**src/rtl/calc_seq.sv**
```systemverilog
// Sequencing controller for the calculator arithmetic path: true-form operands in,
// two's-complement execute, true-form result out with overflow saturation.
module calc_seq #(
    parameter int unsigned W = 18
) (
    input  logic         clk,
    input  logic         rst,
    input  logic         start,
    input  logic [1:0]   op,
    input  logic [W-1:0] a_true,
    input  logic [W-1:0] b_true,
    output logic         busy,
    output logic         done,
    output logic [W-1:0] result_true,
    output logic         ovf
);

    localparam int unsigned RW = W + 1;
    localparam logic [RW-1:0] MAX_MAG = {2'b00, {(W - 1){1'b1}}};

    typedef enum logic [1:0] {
        IDLE = 2'd0,
        CVT  = 2'd1,
        EXEC = 2'd2,
        WB   = 2'd3
    } state_t;

    state_t          state;
    logic [W-1:0]    a_lat;
    logic [W-1:0]    b_lat;
    logic [1:0]      op_lat;
    logic [W-1:0]    a_tc;
    logic [W-1:0]    b_tc;
    logic [RW-1:0]   r;

    logic [W-1:0]    a_cvt;
    logic [W-1:0]    b_cvt;
    logic [RW-1:0]   a_ext;
    logic [RW-1:0]   b_ext;
    logic [RW-1:0]   r_next;
    logic            r_neg;
    logic [RW-1:0]   r_abs;
    logic            r_ovf;
    logic [W-1:0]    r_true;

    // True form to two's complement; -0 collapses to 0 through the negation.
    function automatic logic [W-1:0] to_tc(input logic [W-1:0] t);
        logic [W-1:0] m;
        m = {1'b0, t[W-2:0]};
        return t[W-1] ? (~m + W'(1)) : m;
    endfunction

    // Conversion, execute and write-back datapath.
    always_comb begin
        a_cvt  = to_tc(a_lat);
        b_cvt  = to_tc(b_lat);
        a_ext  = {a_tc[W-1], a_tc};
        b_ext  = {b_tc[W-1], b_tc};
        r_next = '0;
        case (op_lat)
            2'b00:   r_next = a_ext + b_ext;
            2'b01:   r_next = a_ext - b_ext;
            2'b10:   r_next = a_ext;
            default: r_next = RW'(0) - a_ext;
        endcase
        r_neg  = r[RW-1];
        r_abs  = r_neg ? (~r + RW'(1)) : r;
        r_ovf  = (r_abs > MAX_MAG);
        r_true = r_ovf ? {r_neg, {(W - 1){1'b1}}} : {r_neg, r_abs[W-2:0]};
    end

    // Sequencer with registered outputs.
    always_ff @(posedge clk) begin
        if (rst) begin
            state       <= IDLE;
            a_lat       <= '0;
            b_lat       <= '0;
            op_lat      <= '0;
            a_tc        <= '0;
            b_tc        <= '0;
            r           <= '0;
            busy        <= 1'b0;
            done        <= 1'b0;
            result_true <= '0;
            ovf         <= 1'b0;
        end else begin
            done <= 1'b0;
            case (state)
                IDLE: begin
                    if (start) begin
                        a_lat  <= a_true;
                        b_lat  <= b_true;
                        op_lat <= op;
                        busy   <= 1'b1;
                        state  <= CVT;
                    end
                end
                CVT: begin
                    a_tc  <= a_cvt;
                    b_tc  <= b_cvt;
                    state <= EXEC;
                end
                EXEC: begin
                    r     <= r_next;
                    state <= WB;
                end
                default: begin
                    result_true <= r_true;
                    ovf         <= r_ovf;
                    done        <= 1'b1;
                    busy        <= 1'b0;
                    state       <= IDLE;
                end
            endcase
        end
    end

endmodule
```
**config.mk**
```make
export PLATFORM = sky130hd
export DESIGN_NAME = calc_seq
export DESIGN_NICKNAME = d
export VERILOG_FILES = /design/src/rtl/calc_seq.sv
export SDC_FILE = /design/constraint.sdc
export NUM_CORES = 1
export LEC_CHECK = 0
export CAP_MARGIN = 30
export CORE_MARGIN = 4
export CORE_UTILIZATION = 52
export DETAILED_ROUTE_END_ITERATION = 12
export DONT_BUFFER_PORTS = 1
export PLACE_DENSITY_LB_ADDON = 0.3
export SYNTH_ARGS = -nofsm -noshare
export SYNTH_HDL_FRONTEND = slang
export SYNTH_SLANG_ARGS = --single-unit
```
**constraint.sdc**
```tcl
create_clock -name clk -period 4.3 [get_ports clk]
set_input_delay 0.43 -clock clk [delete_from_list [all_inputs] [get_ports clk]]
set_output_delay 0.43 -clock clk [all_outputs]
set_load 0.1 [all_outputs]
```
### Word-level counts from Yosys, hierarchy flattened

Index checks and enable logic that the tools add are counted.

* add/subtract/negate cells: 6
* $mul: 0
* divide/modulo/power cells: 0
* order comparisons: 1
* equal/unequal tests: 5
* shifts and indexed selects: 0
* mux-type cells: 10
* bitwise operators: 4
* reductions and logical operators: 6

Operators with widths (number)
* 19-bit case mux with 3 select lines: 1
* 18-bit by 1-bit adder with 18-bit output (second input constant): 2
* 18-bit 2-to-1 mux: 2
* 17-bit inverter with 18-bit output: 2
* 18-bit by 18-bit adder with 19-bit output: 1
* 19-bit by 1-bit adder with 19-bit output (second input constant): 1
* 19-bit by 17-bit greater-than comparator with 1-bit output (second input constant): 1
* 19-bit 2-to-1 mux: 1
* 19-bit inverter: 1
* 1-bit by 18-bit subtractor with 19-bit output (first input constant): 1
* 18-bit by 18-bit subtractor with 19-bit output: 1
* 17-bit 2-to-1 mux: 1
* 2-bit case mux with 3 select lines: 1
* 2-bit by 1-bit == test with 1-bit output (second input constant): 2
* 2-bit == test (second input constant): 2
* 2-bit zero test: 2
* 2-bit AND reduction: 2
* 3-bit OR reduction: 1
* 1-bit 2-to-1 mux: 2
* 2-bit 2-to-1 mux: 1
* 2-bit inequality test (second input constant): 1
* 1-bit case mux with 2 select lines: 1
* 2-bit OR reduction: 1
* 1-bit inverter: 1

* bits in registers: 116
* latch bits: 0
* memory bits (writable): 0
* bits in read-only memories: 0
* output and inout port bits: 21
* word-level logic and storage cells: 43
* memories: 0

### Longest topological paths before layout

Gate-level depths: netlist of run 1.

* depth in word-level cells: 5
* gate-level depth with buffers: 14
* gate-level depth less buffers: 14

### Worst setup path before layout of run 1

OpenSTA, ideal clock, no wires.

* path type: reg2reg
* from: reg b_tc[2]
* to: reg r[18]
* setup time: 0.114 ns
* arrival time: 3.231 ns
* data required time: 4.186 ns
* setup slack: 0.955 ns
* cell stages (with the launch flop): 13
* path buffers: 0
* cells stage by stage: dfxtp_1 -> nor4_1 -> nor4b_1 -> nor2_1 -> xnor2_1 -> ha_1 -> o21ai_0 -> a21oi_1 -> o21ai_0 -> o31a_1 -> a2bb2oi_1 -> xnor3_1 -> a2111oi_0

* word-level cells in the longest chain between the ends: 2
* elaborated cells on any way between the ends: 3
* classes of those cells: add/sub: 2; mux: 1

RTL lines
* from (decl): line 33 `logic [W-1:0] b_tc;`
* from (signal assigned): line 100 `b_tc <= b_cvt;`
* 18-bit by 18-bit subtractor with 19-bit output / 18-bit by 18-bit adder with 19-bit output (equally long branches): line 62, 61
* 19-bit case mux with 3 select lines *: line 60 `case (op_lat)`
* to (signal assigned): line 104 `r <= r_next;`
* to (decl): line 34 `logic [RW-1:0] r;`

Every way passes the cells marked *; elsewhere a longest branch is shown, timed or not.
A chain may end at the register's enable or synchronous reset.

### Worst setup path in the final report of run 1

* from: reg b_tc[7]
* to: reg r[18]

The elaborated chain is that of the path after synthesis.

==> out/summary.md, run 1 <==
## Layout
- 1010 — fin cells
- 2320 um2 — Storage cell area
- 1182 — Filler cells
- 894 — fin nets
- 5.61% — proportion of layout cells with a drive suffix above 1
- 4160 um2 — area taken by multi-input logic gates
- 10.1% — signed area change from the synthesized netlist to the final layout
- 0 — number of diodes

## Routing
- 15.7 um — wire length per cell
- 741 um — routed wire length on met3
- 5.72 — vias per cell
- 395 — number of DRC violations after detailed-routing iteration 0
- 0 — Routed Antenna Nets
- 6 — Pre-antenna DRT Iters
- 7650 um — routed wl met2
- 5781 — vias post-DR
- met4 — top layer reached by signal wires
- 0 — number of remaining DRC errors
- 7110 um — met1 wire length
- 15800 um — WL final

## Pwr
- 0.00272 uW — P_leak
- 0.000366 V — worst ir drop on vdd
- 994 nW/um2 — total power density per cell area

## Logic synthesis
- 116 — FF+latch count, synth
- 34.4% — share of the yosys chip area belonging to registers
- 0 — Post-synth EDFFs
- nand2_1 — library cell with the highest instance count after synthesis
- dfxtp_1 (34%), xor2_1 (7.0%), nand2_1 (6.8%), a211oi_1 (5.6%), a21oi_1 (5.2%) — leading cell types by total area after synthesis
- nand2_1 (123), dfxtp_1 (116), nor2_1 (92), a21oi_1 (70), xor2_1 (54) — top cells by instance count after synthesis
- 0 — YS warnings
- dfxtp_1 — most common flop cell mapped by yosys
- 848 — gate count after technology mapping
- 59 — Unique masters post-synth
- 6750 um2 — area of the mapped netlist
- 917 — net count after synthesis
- 0% — fraction of synthesis flops using an asynchronous set or reset pin
- dfxtp_1 — cell type with the largest total area after synthesis
- 7.96 um2 — average cell area after synthesis
- 34.4% — fraction of synthesized cell area taken by the top area cell type

## Global route
- 26400 um — global-route wire length before repair
- 111 — maximum number of pins on one net before global-route repair
- 22.1% — GR Util All Layers
- 0 — antenna violations before repair
- 0 — total overflow reported by the global router
- 5479 — vias in the first global route

## Placement
- 0.915 — gpl congestion
- 978 — number of placed cells counting well taps
- 11800 um — post-detailed-placement half-perimeter wirelength
- 0 — buffers added on ports

## Setup path
- flop — Critical Path Start Type
- 3.96 ns — critical path data arrival time
- 6 — biggest fanout along the worst timing path
- flop to flop — Worst Setup Path Type
- flop — Critical Path End Type
- 4.59 ns — worst path required time

## Floorplanning
- 122 um — floorplan die height
- 62 — Top-Level Pins
- 14900 um2 — die footprint
- 12700 um2 — area of the placeable core
- 53.3% — initial standard-cell utilization of the core
- 122 um — Die W
- 41 — cell row count

## Timing
- no — RSZ-0062 raised after global routing
- 0 — Setup-failing EPs final
- 0.0132 ns — final clock skew
- 3.67 ns — crit path time final
- 0 ns — sum of negative setup slack
- 85.3% — share of the clock period used by the worst path after layout
- 34.5% — Max-Slew Margin vs Limit
- 0.980 ns — slew at the pin with the worst max-slew slack
- 0 — endpoints failing hold
- 273 MHz — Peak Freq
- 0 — number of max-slew violations in the final report

## Clock network
- 116 — clock sink count
- 4 — number of levels in the clock H-tree
- 0 — number of gates given a new drive strength after cts
- 0.06 ns — clock slew at reported path FFs
- 0.42 ns — clock latency at the later pin of the worst-skew pair
- 17 — Num CTS Buffers
- clkbuf_16 — library cell used as clock root buffer
- 2 — Bufs on Longest Clock Path
- yes — clock tree from TritonCTS
- 0 — number of setup buffers added after CTS
- 0 — Hold Buf Count CTS

## Run status
- complete, no violations — result of the run

## Min path
- input pin to flop — Min-Delay Path Class

## Job
- 0 — max-cap viol count

-- metrics by stage --
| step | util, % | setup slack, ns | cell area, um2 | power, uW | hold WS (ns) |
|---|---|---|---|---|---|
| after floorplan | - | 0.955 | 6750 | 5130 | 0.455 |
| after global placement | 53.8 | 0.772 | 6820 | 5920 | 0.463 |
| after detailed placement | 54.2 | 0.719 | 6870 | 6060 | 0.471 |
| after CTS | 58.7 | 0.665 | 7430 | 7410 | 0.0675 |
| after global routing | 58.7 | 0.179 | 7430 | 8030 | 0.0726 |
| final | 58.7 | 0.632 | 7430 | 7390 | 0.0803 |
-- area by class of cell --
class,count,area share [%]
multi-input cells,660,55.9
flip-flops and latches,116,31.2
clock buffers,18,5.91
well taps,172,2.89
clock inverters,14,1.72
repair buffers,8,1.25
inverters,22,1.11
-- critical path, stage by stage, from the launching register on --
cell	delay (ns)
dfxtp_1	0.35
or4_1	0.58
or3_1	0.34
nand2b_1	0.19
o31ai_1	0.25
xor2_1	0.22
ha_1	0.32
a21oi_1	0.25
nor2b_1	0.08
nor3_1	0.14
a2bb2oi_1	0.11
xnor3_1	0.35
a2111oi_0	0.37
-- where the power goes --
| part | switching (uW) | internal (uW) |
|---|---|---|
| sequential | 646 | 1380 |
| clock | 512 | 812 |
| combinational | 2340 | 1700 |
-- worst paths after layout --
path,to,startpoint,cells past startpoint,slack (ns)
min reg2reg,a_lat[9]$_SDFFE_PP0P_,a_lat[9]$_SDFFE_PP0P_,2,0.48
min,result_true[13]$_SDFFE_PP0P_,rst,1,0.08
max,r[18]$_SDFFE_PP0P_,b_tc[7]$_SDFFE_PP0P_,12,0.63
max reg2reg,r[18]$_SDFFE_PP0P_,b_tc[7]$_SDFFE_PP0P_,12,0.63
-- cell families (layout without fill, tap and decap cells) --
| family | Yosys count | count (layout) | share of synthesized area [%] |
|---|---|---|---|
| AND/OR/NAND/NOR | 293 | 293 | 19.5 |
| buffers and inverters | 72 | 62 | 4.08 |
| multiplexers | 15 | 15 | 2.22 |
| adder cells (fa/ha/maj) | 28 | 28 | 5.30 |
| AO/OA/AOI/OAI | 236 | 236 | 22.8 |
| flip-flops | 116 | 116 | 34.4 |
| XOR/XNOR | 88 | 88 | 11.6 |
-- sequential cells by signal, indices dropped and copies added, names as in the netlist --
signal / flops
a_lat: 18
result_true: 18
b_lat: 18
op_lat: 2
state: 2
r: 19
a_tc: 18
ovf: 1
busy: 1
done: 1
b_tc: 18
-- placed cells by master (no fill, tap or decap), types with 2 or more instances in the layout --
cell        synthesis  routed
clkinvlp_4          0       4
o21a_1              2       2
clkinv_4            0       2
o311ai_0            2       2
inv_1              22      22
a221oi_1            3       3
o22ai_1             4       4
o21ai_0            39      39
nor2b_1             9       9
nor2_1             92      92
nand3_1             5       5
xnor2_1            33      33
and3_1              3       3
or4_1              13      13
o211ai_1            2       2
a21oi_1            70      70
nor3_1              9       9
o221ai_1            3       3
xor2_1             54      54
nand2b_1           11      11
o31ai_1            17      17
clkbuf_16           0      17
a31oi_1             4       4
a32oi_1             3       3
ha_1               27      26
buf_4               1       6
o41ai_1            17      17
nand2_1           123     123
a2111oi_0           2       2
a211oi_1           50      50
nor4_1              3       3
inv_6               0       4
a21o_1              4       4
mux2i_1            15      15
dfxtp_1           116     116
or3_1              13      13
and2_1              3       3
a21boi_0            3       3
clkinv_2            0       3
-- layer usage --
metal	vias to the layer above	GRT usage [%]
li1	2974	-
met1	2628	27.9
met2	159	37.6
met3	20	4.36
met4	0	7.84
met5	-	0
(Power assumes the default switching activity.)
==> run 2, diff against run 1 <==
- PLACE_DENSITY: unset -> 0.7
- PLACE_DENSITY_LB_ADDON: 0.3 -> unset
==> run 2 against run 1 <==
  * Critical path depth is the same
  * Global-route usage fell by 0.14 points
  * Final area is 0.76% lower
  * Critical endpoint unchanged
  * Die area unchanged
  * Clock skew grew 0.00052 ns
  * Sequential share of layout area increased by 0.24 points
  * Non-clock buffer count is 1 lower
  * Power shrank 0.99%
  * Largest power group unchanged
  * Core utilization is 0.44 points lower
  * Worst hold slack better by 0.0013 ns
  * Via count shrank 0.50%
  * Setup slack got worse by 0.20 ns
==> out/summary.md, run 2 (synthesis results as in run 1) <==
## Run status
- complete, no violations — result of the run

## Floorplanning
- 122 um — floorplan die height
- 122 um — Die W
- 14900 um2 — die footprint
- 41 — cell row count
- 53.3% — initial standard-cell utilization of the core
- 12700 um2 — area of the placeable core
- 62 — Top-Level Pins

## Clock network
- 0 — number of gates given a new drive strength after cts
- 0.42 ns — clock latency at the later pin of the worst-skew pair
- yes — clock tree from TritonCTS
- 17 — Num CTS Buffers
- 4 — number of levels in the clock H-tree
- 116 — clock sink count
- 2 — Bufs on Longest Clock Path
- clkbuf_16 — library cell used as clock root buffer
- 0 — number of setup buffers added after CTS
- 0 — Hold Buf Count CTS
- 0.05 ns — clock slew at reported path FFs

## Layout
- 5.02% — proportion of layout cells with a drive suffix above 1
- 2320 um2 — Storage cell area
- 893 — fin nets
- r — Biggest register
- 9.30% — signed area change from the synthesized netlist to the final layout
- nand2_1 — commonest non-fill, non-tap cell in the layout
- 19 — number of flip-flops under the largest register name
- 4160 um2 — area taken by multi-input logic gates
- nand2_1 (123), dfxtp_1 (116), nor2_1 (92), a21oi_1 (70), xor2_1 (54) — commonest cells after routing, fill and taps aside
- 1205 — Filler cells
- 0 — number of diodes

## Min path
- 1 — number of instances on the worst hold path
- input pin to flop — Min-Delay Path Class

## Timing
- 0 — endpoints failing hold
- 0 — number of max-slew violations in the final report
- 0.434 ns — setup ws final
- 89.9% — share of the clock period used by the worst path after layout
- 0.977 ns — slew at the pin with the worst max-slew slack
- 0 — Setup-failing EPs final
- no — RSZ-0062 raised after global routing
- 3.87 ns — crit path time final
- 0 ns — sum of negative setup slack
- 259 MHz — Peak Freq
- 34.8% — Max-Slew Margin vs Limit
- 0.0137 ns — final clock skew

## Setup path
- flop — Critical Path End Type
- flop to flop — Worst Setup Path Type
- o21ai_0 — most frequent CP cell
- 12 — number of cells on the worst reg-to-reg path
- 4.59 ns — worst path required time
- 4.16 ns — critical path data arrival time
- nor4_1 > nor4b_1 > nor2_1 > xnor2_1 > ha_1 > o21ai_0 > a21oi_1 > o21ai_0 > o31a_1 > a2bb2oi_1 > xnor3_1 > a2111oi_0 — worst path cell trace
- nor4b_1 — slowest CP cell
- 0.61 ns — Worst path max stage delay
- flop — Critical Path Start Type
- 0.43 ns — r2r setup slk
- 6 — biggest fanout along the worst timing path

## Routing
- 5752 — vias post-DR
- 7360 um — routed wl met2
- 4 — Pre-antenna DRT Iters
- 5.70 — vias per cell
- 15.5 um — wire length per cell
- 15700 um — WL final
- met4 — top layer reached by signal wires
- 284 — number of DRC violations after detailed-routing iteration 0
- 0 — Routed Antenna Nets
- 651 um — routed wire length on met3
- 7180 um — met1 wire length
- 0 — number of remaining DRC errors

## Placement
- 11800 um — post-detailed-placement half-perimeter wirelength
- 0.948 — gpl congestion
- 0 — buffers added on ports
- 0.454 ns — minimum setup slack after placement

## Pwr
- 0.000358 V — worst ir drop on vdd
- 992 nW/um2 — total power density per cell area
- 0.00270 uW — P_leak

## Global route
- 5412 — vias in the first global route
- 0 — antenna violations before repair
- 111 — maximum number of pins on one net before global-route repair
- 26200 um — global-route wire length before repair
- 0 — total overflow reported by the global router
- 22.0% — GR Util All Layers

## Job
- 0 — max-cap viol count

==> run 2: cell count changes in the layout (fill, tap and decap cells not counted), sizes merged <==
cell      delta
inv          -4
clkinv       +2
clkinvlp     -2
buf          -1
clkbuf       +4
==> run 2: area by class of cell <==
| type | instances | area share (%) |
|---|---|---|
| multi-input combinational | 660 | 56.3 |
| sequential | 116 | 31.5 |
| clock buffer | 22 | 6.16 |
| tap | 172 | 2.92 |
| clock inverter | 10 | 1.14 |
| inverter | 22 | 1.12 |
| timing repair buffer | 7 | 0.882 |
==> run 2: path summary, 6_finish.rpt <==
path	from	to
setup / recovery	b_tc[2]$_SDFFE_PP0P_	r[18]$_SDFFE_PP0P_
hold / removal	rst	result_true[12]$_SDFFE_PP0P_
setup reg to reg	b_tc[2]$_SDFFE_PP0P_	r[18]$_SDFFE_PP0P_
hold reg to reg	a_lat[16]$_SDFFE_PP0P_	a_lat[16]$_SDFFE_PP0P_
==> run 2: worst max-delay path: cells and delay by family, from the launching register on <==
family / cells / cell delay [ns]
XOR/XNOR: 2 / 0.49
AND/OR/NAND/NOR: 3 / 1.16
AO/OA/AOI/OAI: 6 / 1.35
flip-flops: 1 / 0.36
adder cells (fa/ha/maj): 1 / 0.38
==> run 2: power by group <==
group	switching [uW]	internal [uW]	total, uW
combinational	2340	1670	4010
sequential	650	1380	2030
clock	474	800	1270
==> run 2: layer usage <==
metal  track usage [%]  up-vias
li1                  -     2976
met1              27.1     2617
met2              36.2      127
met3              4.27       32
met4              11.6        0
met5                 0        -
==> run 2: metrics by stage <==
stage	std cells	area (um2)	utilization [%]	power, uW	hold slack [ns]
finish	1009	7380	58.2	7320	0.0816
global route	1009	7380	58.2	7940	0.0719
CTS	1009	7380	58.2	7350	0.0711
detailed placement	977	6840	54.0	6060	0.469
global placement	976	6820	53.8	5960	0.464
floorplan	848	6750	-	5130	0.455
